===== src/rtl/fpu_cmp_stage.sv =====
// Two-stage floating-point compare / min / max pipeline built around fp_cmp.
// Define FPU_CMP_NV_COUNT_EN to add the saturating nv_count output.
`timescale 1ns/1ps

module fp_cmp #(
    parameter int sig_width = 23,
    parameter int exp_width = 8
) (
    input  logic [sig_width+exp_width:0] a,
    input  logic [sig_width+exp_width:0] b,
    input  logic                         zctr,
    output logic                         altb,
    output logic                         aeqb,
    output logic                         unordered,
    output logic                         a_snan,
    output logic                         b_snan,
    output logic [sig_width+exp_width:0] z0,
    output logic [sig_width+exp_width:0] z1
);
    localparam int W = sig_width + exp_width + 1;

    logic                 sign_a, sign_b;
    logic [exp_width-1:0] exp_a, exp_b;
    logic [sig_width-1:0] sig_a, sig_b;
    logic [W-2:0]         mag_a, mag_b;
    logic                 a_nan, b_nan;
    logic                 both_zero, mag_lt, mag_eq;
    logic                 tot_lt, tot_eq;
    logic [W-1:0]         canon_nan;

    assign sign_a = a[W-1];
    assign sign_b = b[W-1];
    assign exp_a  = a[sig_width +: exp_width];
    assign exp_b  = b[sig_width +: exp_width];
    assign sig_a  = a[sig_width-1:0];
    assign sig_b  = b[sig_width-1:0];
    assign mag_a  = a[W-2:0];
    assign mag_b  = b[W-2:0];

    assign a_nan  = (&exp_a) && (|sig_a);
    assign b_nan  = (&exp_b) && (|sig_b);
    assign a_snan = a_nan && !sig_a[sig_width-1];
    assign b_snan = b_nan && !sig_b[sig_width-1];
    assign unordered = a_nan || b_nan;

    assign canon_nan = {1'b0, {exp_width{1'b1}}, 1'b1, {(sig_width-1){1'b0}}};

    assign both_zero = (mag_a == '0) && (mag_b == '0);
    assign mag_lt    = mag_a < mag_b;
    assign mag_eq    = mag_a == mag_b;

    // Total order with -0 < +0; negative magnitudes compare in reverse.
    assign tot_lt = (sign_a != sign_b) ? sign_a
                                       : (sign_a ? (!mag_lt && !mag_eq) : mag_lt);
    assign tot_eq = (a == b);

    always_comb begin
        altb = 1'b0;
        aeqb = 1'b0;
        if (!unordered) begin
            if (!zctr && both_zero) begin
                aeqb = 1'b1;
            end else begin
                altb = tot_lt;
                aeqb = tot_eq;
            end
        end
    end

    always_comb begin
        z0 = tot_lt ? a : b;
        z1 = tot_lt ? b : a;
        if (a_nan && b_nan) begin
            z0 = canon_nan;
            z1 = canon_nan;
        end else if (a_nan) begin
            z0 = b;
            z1 = b;
        end else if (b_nan) begin
            z0 = a;
            z1 = a;
        end
    end

endmodule

module fpu_cmp_stage #(
    parameter int sig_width = 23,
    parameter int exp_width = 8
) (
    input  logic                         clk,
    input  logic                         rst_n,
    input  logic                         flush,
    input  logic                         in_valid,
    output logic                         in_ready,
    input  logic [2:0]                   op,
    input  logic [sig_width+exp_width:0] rs1,
    input  logic [sig_width+exp_width:0] rs2,
    input  logic [4:0]                   in_tag,
    output logic                         out_valid,
    input  logic                         out_ready,
    output logic [sig_width+exp_width:0] out_result,
    output logic [4:0]                   out_tag,
    output logic [4:0]                   out_fflags
`ifdef FPU_CMP_NV_COUNT_EN
    ,
    output logic [15:0]                  nv_count
`endif
);
    localparam int W = sig_width + exp_width + 1;

    typedef enum logic [2:0] {
        OP_FLE  = 3'b000,
        OP_FLT  = 3'b001,
        OP_FEQ  = 3'b010,
        OP_FMIN = 3'b100,
        OP_FMAX = 3'b101
    } cmp_op_e;

    logic         s1_valid;
    logic [2:0]   s1_op;
    logic [W-1:0] s1_a, s1_b;
    logic [4:0]   s1_tag;
    logic         s2_valid;
    logic         s1_adv, s2_adv;

    logic         altb, aeqb, unordered, a_snan, b_snan;
    logic [W-1:0] z0, z1;
    logic [W-1:0] s2_result;
    logic         s2_nv;

    assign s2_adv    = !s2_valid || out_ready;
    assign s1_adv    = !s1_valid || s2_adv;
    assign in_ready  = s1_adv && !flush;
    assign out_valid = s2_valid;

    fp_cmp #(
        .sig_width (sig_width),
        .exp_width (exp_width)
    ) u_fp_cmp (
        .a         (s1_a),
        .b         (s1_b),
        .zctr      (1'b0),
        .altb      (altb),
        .aeqb      (aeqb),
        .unordered (unordered),
        .a_snan    (a_snan),
        .b_snan    (b_snan),
        .z0        (z0),
        .z1        (z1)
    );

    always_comb begin
        s2_result = '0;
        s2_nv     = 1'b0;
        case (s1_op)
            OP_FLE: begin
                s2_result = {{(W-1){1'b0}}, altb || aeqb};
                s2_nv     = unordered;
            end
            OP_FLT: begin
                s2_result = {{(W-1){1'b0}}, altb};
                s2_nv     = unordered;
            end
            OP_FEQ: begin
                s2_result = {{(W-1){1'b0}}, aeqb};
                s2_nv     = a_snan || b_snan;
            end
            OP_FMIN: begin
                s2_result = z0;
                s2_nv     = a_snan || b_snan;
            end
            OP_FMAX: begin
                s2_result = z1;
                s2_nv     = a_snan || b_snan;
            end
            default: ;
        endcase
    end

    // NOTE: payload registers are reset too so the outputs read as zero while rst_n is low.
    always_ff @(posedge clk or negedge rst_n) begin
        if (!rst_n) begin
            s1_valid <= 1'b0;
            s1_op    <= '0;
            s1_a     <= '0;
            s1_b     <= '0;
            s1_tag   <= '0;
        end else if (flush) begin
            s1_valid <= 1'b0;
        end else if (s1_adv) begin
            s1_valid <= in_valid;
            if (in_valid) begin
                s1_op  <= op;
                s1_a   <= rs1;
                s1_b   <= rs2;
                s1_tag <= in_tag;
            end
        end
    end

    always_ff @(posedge clk or negedge rst_n) begin
        if (!rst_n) begin
            s2_valid   <= 1'b0;
            out_result <= '0;
            out_tag    <= '0;
            out_fflags <= '0;
        end else if (flush) begin
            s2_valid <= 1'b0;
        end else if (s2_adv) begin
            s2_valid <= s1_valid;
            if (s1_valid) begin
                out_result <= s2_result;
                out_tag    <= s1_tag;
                out_fflags <= {s2_nv, 4'b0000};
            end
        end
    end

`ifdef FPU_CMP_NV_COUNT_EN
    // A result counts only when it is actually handed off, and a flush wins over that hand-off.
    always_ff @(posedge clk or negedge rst_n) begin
        if (!rst_n) begin
            nv_count <= '0;
        end else if (s2_valid && out_ready && !flush && out_fflags[4] && (nv_count != 16'hFFFF)) begin
            nv_count <= nv_count + 16'd1;
        end
    end
`endif

endmodule


===== config.mk =====
export PLATFORM = sky130hd
export DESIGN_NAME = fpu_cmp_stage
export DESIGN_NICKNAME = d
export VERILOG_FILES = /design/src/rtl/fpu_cmp_stage.sv
export SDC_FILE = /design/constraint.sdc
export NUM_CORES = 1
export LEC_CHECK = 0
export ABC_AREA = 1
export CORE_MARGIN = 3
export CORE_UTILIZATION = 49
export CTS_CLUSTER_SIZE = 30
export DETAILED_ROUTE_END_ITERATION = 8
export GPL_ROUTABILITY_DRIVEN = 0
export PLACE_DENSITY = 0.86
export SETUP_SLACK_MARGIN = 0.02
export SLEW_MARGIN = 20
export SYNTH_ARGS = -nofsm -noshare
export SYNTH_HDL_FRONTEND = slang
export SYNTH_SLANG_ARGS = --single-unit

===== constraint.sdc =====
create_clock -name clk -period 3.7 [get_ports clk]
set_input_delay 0.555 -clock clk [delete_from_list [all_inputs] [get_ports clk]]
set_output_delay 0.555 -clock clk [all_outputs]
set_load 0.005 [all_outputs]

==> results of run 1 <==
critical path: stages, from the launching register on:
cell and delay, ps:
dfrtp_1 420, inv_1 80, ha_1 290, nand2_1 70, nor2_1 140, nand4_1 140
nor2_1 160, nand2_1 90, nand2_1 70, nand2_1 70, nand2_2 80, nand3_2 280
nand2_1 200, buf_4 260, nand2_1 100, nand3_1 80, nand2_1 70, nand2_1 50
nand2_1 60
registers in the layout (all words and copies together) (netlist names):
name and count:
out_fflags 1, out_result 32, out_tag 5, out_valid 1
s1_a 32, s1_b 32, s1_op 3, s1_tag 5
s1_valid 1
cells in the final DEF, fill, tap and decap left out, drive strengths merged:
master	Yosys	layout
clkbuf	18	10
a22oi	1	1
clkdlybuf4s50	0	115
a22o	1	1
nand4	13	13
o311ai	1	1
a21o	2	2
o21ai	9	9
nand2	265	265
nor2	96	96
mux2	4	4
bufinv	0	1
o31ai	1	1
dfrtp	112	112
nor4	10	10
conb	1	4
inv	94	94
clkinvlp	0	1
clkinv	0	4
nand3	134	134
or3	1	1
buf	33	16
ha	33	33
a21oi	79	79
nand3b	1	1
nor3	4	4
worst max-delay path by stage:
| stage | start | endpoint | slack [ps] | cells past startpoint |
|---|---|---|---|---|
| floorplan | s1_b[22] | out_result[0] | 1620 | 16 |
| global placement | s1_b[22] | out_result[26] | 1020 | 17 |
| detailed placement | s1_b[30] | out_result[26] | 980 | 18 |
| CTS | s1_b[22] | out_result[26] | 930 | 18 |
| global route | s1_b[22] | out_result[26] | 600 | 18 |
| finish | s1_b[22] | out_result[26] | 870 | 18 |
metrics by stage:
step                      power [mW]  area, µm²  setup WS (ps)
after floorplan                 2.34       6630           1620
after CTS                       3.81       8170            929
after global placement          2.77       7870           1020
final                           3.81       8170            873
after detailed placement        2.80       7870            977
after global routing            4.04       8170            595
cell type report:
| class | count | area (µm²) | area share, % |
|---|---|---|---|
| inverter | 94 | 353 | 4.32 |
| tap | 172 | 215 | 2.63 |
| clock buffer | 10 | 239 | 2.92 |
| timing repair buffer | 131 | 1280 | 15.7 |
| clock inverter | 6 | 68.8 | 0.842 |
| sequential | 112 | 2800 | 34.3 |
| multi-input combinational | 659 | 3210 | 39.3 |
metal layers:
metal  up-vias  global-route usage [%]  share of wire, %
met4         0                    6.30               1.5
li1       3120                       -                 -
met5         -                       0                 0
met2       297                    38.8                48
met1      2948                    32.2                42
met3        28                    5.25               8.5
cells by family after synthesis:
logic type / count (synthesis) / share of synthesized area, %
flops: 112 / 42.3
compound gates: 94 / 7.43
mux: 4 / 0.680
fa+ha+maj: 33 / 6.24
simple gates: 524 / 33.6
buf+inv: 145 / 9.66
other cells: 1 / 0.0566
power groups by stage:
stage | clock network, mW | logic [mW] | registers [mW]
floorplan | 0 | 0.830 | 1.51
global placement | 0 | 1.24 | 1.53
detailed placement | 0 | 1.27 | 1.53
CTS | 1.02 | 1.28 | 1.51
global route | 1.07 | 1.44 | 1.53
finish | 1.01 | 1.29 | 1.51
==> flow_summary_export.csv, run 1 <==
group,metric,value,unit
run_status,status,"completed",
worst_setup_path,rr_endpoint,"out_result[26]",
clock_network,post_cts_buffers,0,
power,p_switching,1.34,mW
routing,drtPass1Iterations,6,
power,p_leak,4.11,nW
power,p_per_area,466,nW/µm²
power,p_int,2.46,mW
clock_network,htreeDepth,3,
global_routing,grt_start_max_net_pins,78,
layout,fillers,1128,
synthesis,synth_seq_cells,112,
sta,setup_viol,0,
layout,area_growth,23.4,%
routing,remaining_drc_errors,0,
synthesis,yosysTopAreaCell,"dfrtp_1",
clock_network,cts_root_buf,"clkbuf_16",
synthesis,yosys_warnings,0,
sta,finalHoldViolations,0,
synthesis,synth-edff-count,0,
flow_run,maxCapViolations,0,
power,swShare,35.3,%
clock_network,cts_resized,0,
routing,routed_wl,17500,µm
worst_setup_path,worstSetupPathType,"flip-flop to flip-flop",
power,irDropWorstVdd,234,µV
synthesis,yosysMostFrequentCell,"nand2_1",
worst_setup_path,rr_worst_depth,18,
worst_setup_path,cp_max_fo,18,
routing,drtIter0Drc,620,
die,rows,41,
clock_network,cts_sinks,112,
routing,avgRoutedWirePerCell,14.8,µm
clock_network,cts.clk_slew.worst_paths,80,ps
die,dieArea,14900,µm²
synthesis,async_reset_ff_share,100,%
synthesis,syn_inst,913,
synthesis,synth_commonest_cells,"nand2_1 (261), nand3_1 (133), dfrtp_1 (112)",
placement,dpl.hpwl,12300,µm
sta,slew_viol_final,0,
clock_network,cts_buffers,9,
clock_network,clk_latency,360,ps
sta,post-route-period-util,76.4,%
global_routing,grt_pass1_wl,28500,µm
synthesis,netlist_area,6620,µm²
synthesis,synth_top_area_share,42.3,%
global_routing,grt-ovfl-total,0,
worst_setup_path,cp_data_required_time,3940,ps
die,start_util,51.2,%
power,pwr-share-clk,26.5,%
sta,rsz0062_at_grt,"no",
placement,place_inst,1168,
hold_path,hold_class,"input pin to asynchronous set/reset pin",
global_routing,grtUsageTotal,23.8,%
synthesis,syn_avg_cell_area,7.25,µm²
placement,io_buffer_count,116,
sta,worst_slew_margin_rel,34.8,%
synthesis,yosysSeqAreaShare,42.3,%
worst_setup_path,reg2reg_slack,870,ps
sta,skew,9.97,ps
worst_setup_path,endpoint_kind,"flip-flop",
worst_setup_path,r2r-start,"s1_b[22]",
synthesis,ys.flop_type,"dfrtp_1",
layout,antennaDiodeCount,0,
global_routing,grt_pass1_vias,5794,
routing,drtAntennaViolNets,0,
layout,utilization,63.2,%
worst_setup_path,worstPathArrival,3070,ps
sta,finalCriticalPeriod,2830,ps
global_routing,antenna_found_initial,0,
die,ioPinCount,121,
synthesis,ys_types,30,
layout,drive_gt1_share,5.34,%
synthesis,synthTopCellsByArea,"dfrtp_1 (42%), nand2_1 (15%), nand3_1 (10%), ha_1 (6.2%), a21oi_1 (6.0%)",
clock_network,cts_hold_buf,0,
routing,vias,6393,
sta,setup_tns,0,ps
sta,worst_slew_pin_slew,977,ps
layout,final_nets,1117,
sta,max_freq,354,MHz
worst_setup_path,start_kind,"flip-flop",
layout,instances_no_fill,1184,
clock_network,clk_path_buf_depth,2,
sta,timing.hold.ws,319,ps
routing,viasPerCell,5.40,
die,die_w,122,µm
die,die_h,122,µm
die,coreArea,12900,µm²
power,p_seq_share,39.7,%
power,comb_power_share,33.8,%
clock_network,cts_tree,"done",
No activity file was read; power rests on OpenSTA's default activity.
==> run 2, diff against run 1 <==
--- a/config.mk
+++ b/config.mk
@@ -7,11 +7,11 @@
 export LEC_CHECK = 0
 export ABC_AREA = 1
 export CORE_MARGIN = 3
-export CORE_UTILIZATION = 49
+export CORE_UTILIZATION = 48
 export CTS_CLUSTER_SIZE = 30
 export DETAILED_ROUTE_END_ITERATION = 8
 export GPL_ROUTABILITY_DRIVEN = 0
-export PLACE_DENSITY = 0.86
+export PLACE_DENSITY = 0.88
 export SETUP_SLACK_MARGIN = 0.02
 export SLEW_MARGIN = 20
 export SYNTH_ARGS = -nofsm -noshare
==> constraint.sdc (replaced) <==
create_clock -name clk -period 2.5 [get_ports clk]
set_input_delay 0.375 -clock clk [delete_from_list [all_inputs] [get_ports clk]]
set_output_delay 0.375 -clock clk [all_outputs]
set_load 0.005 [all_outputs]
==> flow_summary_export.csv, run 2 (same netlist as run 1, synthesis figures left out) <==
group,metric,value,unit
sta,post-route-period-util,103,%
clock_network,clk_path_buf_depth,2,
worst_setup_path,start_kind,"flip-flop",
clock_network,cts_root_buf,"clkbuf_16",
sta,fin_ws,-70.7,ps
power,comb_power_share,40.6,%
clock_network,htreeDepth,3,
layout,final_cell_mix,"nand2_1 (238), nand3_1 (118), clkdlybuf4s50_1 (115)",
die,die_h,123,µm
power,p_int,3.99,mW
layout,seq_area,2800,µm²
die,start_util,49.6,%
layout,top_regs,"out_result: 32 flops, s1_a: 32 flops, s1_b: 32 flops",
clock_network,cts_hold_buf,0,
global_routing,antenna_found_initial,0,
worst_setup_path,crit_path_end,"out_result[30]",
worst_setup_path,crit_top_cell,"nand2_1",
global_routing,grt_start_max_net_pins,113,
die,ioPinCount,121,
sta,skew,10.5,ps
sta,setup_viol,12,
layout,multi_input_area,3540,µm²
run_status,violations,"setup timing",
layout,final_nets,1157,
routing,viasPerCell,5.65,
power,p_leak,4.42,nW
sta,finalHoldViolations,0,
worst_setup_path,cp_data_required_time,2800,ps
sta,worst_slew_pin_slew,811,ps
sta,rsz0062_at_grt,"yes",
worst_setup_path,worstSetupPathType,"flip-flop to flip-flop",
clock_network,cts.clk_slew.worst_paths,80,ps
sta,worst_slew_margin_rel,45.9,%
routing,drtPass1Iterations,6,
clock_network,clk_latency,370,ps
placement,dpl.hpwl,12900,µm
layout,finalInstanceArea,8960,µm²
sta,setup_tns,-257,ps
layout,drive_gt1_share,15.3,%
layout,mostFrequentLayoutCell,"nand2_1",
routing,drtIter0Drc,846,
sta,max_freq,389,MHz
routing,vias,6939,
routing,avgRoutedWirePerCell,16.8,µm
global_routing,grtUsageTotal,24.7,%
routing,routed_wl,20600,µm
clock_network,cts_buffers,9,
power,swShare,37.0,%
worst_setup_path,rr_worst_depth,18,
global_routing,grt-ovfl-total,0,
global_routing,grt_pass1_wl,29800,µm
clock_network,cts_sinks,112,
power,p_switching,2.34,mW
routing,drtAntennaViolNets,0,
worst_setup_path,cpMaxStageDelayCell,"dfrtp_1",
power,p_seq_share,35.6,%
worst_setup_path,reg2reg_slack,-70,ps
die,die_w,123,µm
worst_setup_path,rr_endpoint,"out_result[30]",
power,p_per_area,707,nW/µm²
die,coreArea,13300,µm²
worst_setup_path,max_stage_delay,410,ps
sta,finalCriticalPeriod,2570,ps
worst_setup_path,r2r-start,"s1_b[28]",
clock_network,cts_tree,"done",
die,rows,42,
layout,area_growth,35.3,%
worst_setup_path,endpoint_kind,"flip-flop",
sta,slew_viol_final,0,
flow_run,maxCapViolations,0,
layout,utilization,67.1,%
power,pwr-share-clk,23.7,%
worst_setup_path,worstPathArrival,2870,ps
run_status,status,"finished, violations left",
layout,antennaDiodeCount,0,
layout,fillers,1017,
worst_setup_path,cp_max_fo,8,
placement,io_buffer_count,116,
power,totalPowerFinal,6.33,mW
routing,remaining_drc_errors,0,
global_routing,grt_pass1_vias,6298,
worst_setup_path,crit_chain,"inv_2 -> ha_4 -> a21oi_2 -> nor2_1 -> nor2_1 -> nand2_1 -> a21oi_2 -> nand3_1 -> nand2_2 -> nand2_4 -> nand2_8 -> nand2_8 -> buf_12 -> nand2_4 -> nand3_2 -> nand2_1 -> nand2_1 -> nand2_1",
placement,placed_area,8100,µm²
hold_path,hold_class,"input pin to asynchronous set/reset pin",
die,dieArea,15200,µm²
worst_setup_path,startpoint,"s1_b[28]",
power,irDropWorstVdd,454,µV
-- run 2: worst min path at each step --
stage | slack [ps] | endpoint
2_1_floorplan | 80 | out_fflags[4]
3_3_place_gp | 450 | out_tag[2]
3_5_place_dp | 460 | out_tag[3]
4_1_cts | 120 | s1_b[5]
5_1_grt | 130 | s1_b[5]
6_report | 20 | s1_b[5]
-- run 2: power groups by stage --
stage,sequential (mW),clock [mW],combinational (mW)
3_3_place_gp,2.26,0,1.94
3_5_place_dp,2.27,0,2.02
4_1_cts,2.23,1.52,2.07
6_report,2.26,1.50,2.57
2_1_floorplan,2.24,0,1.23
5_1_grt,2.28,1.58,2.79
-- run 2: through the flow --
step	setup slack, ps	instances	hold slack, ps
after floorplan	417	916	79.4
after global placement	138	1194	446
after detailed placement	46.0	1194	458
after CTS	23.5	1210	123
after global routing	-165	1228	135
final	-70.7	1228	17.5
-- run 2: layout make-up --
type	instances	share of cell area, %
inverter	94	3.97
clock buffer	9	2.51
tap	176	2.46
sequential	112	31.3
timing repair buffer	171	19.3
multi-input combinational	659	39.5
clock inverter	7	0.894
-- run 2: timing repair --
action | CTS | global route
pin swaps | 0 | 36
resized for setup | 6 | 94
cloned | 0 | 3
setup endpoints to repair | 30 | 31
setup buffers | 0 | 15
-- run 2: per-layer routing --
| layer | vias up | track usage, % | part of all wire, % |
|---|---|---|---|
| met3 | 86 | 3.84 | 9.0 |
| li1 | 3203 | - | - |
| met1 | 3232 | 32.3 | 38 |
| met4 | 0 | 10.7 | 4.2 |
| met5 | - | 0 | 0 |
| met2 | 418 | 40.7 | 48 |
-- run 2: worst max-delay path: cells and delay by family, from the launching register on --
family | cells | cell delay, ps
buffers and inverters | 2 | 290
adders and majority gates | 1 | 230
DFF | 1 | 410
and+or+nand+nor | 13 | 1240
AOI/OAI and AO/OA | 2 | 300
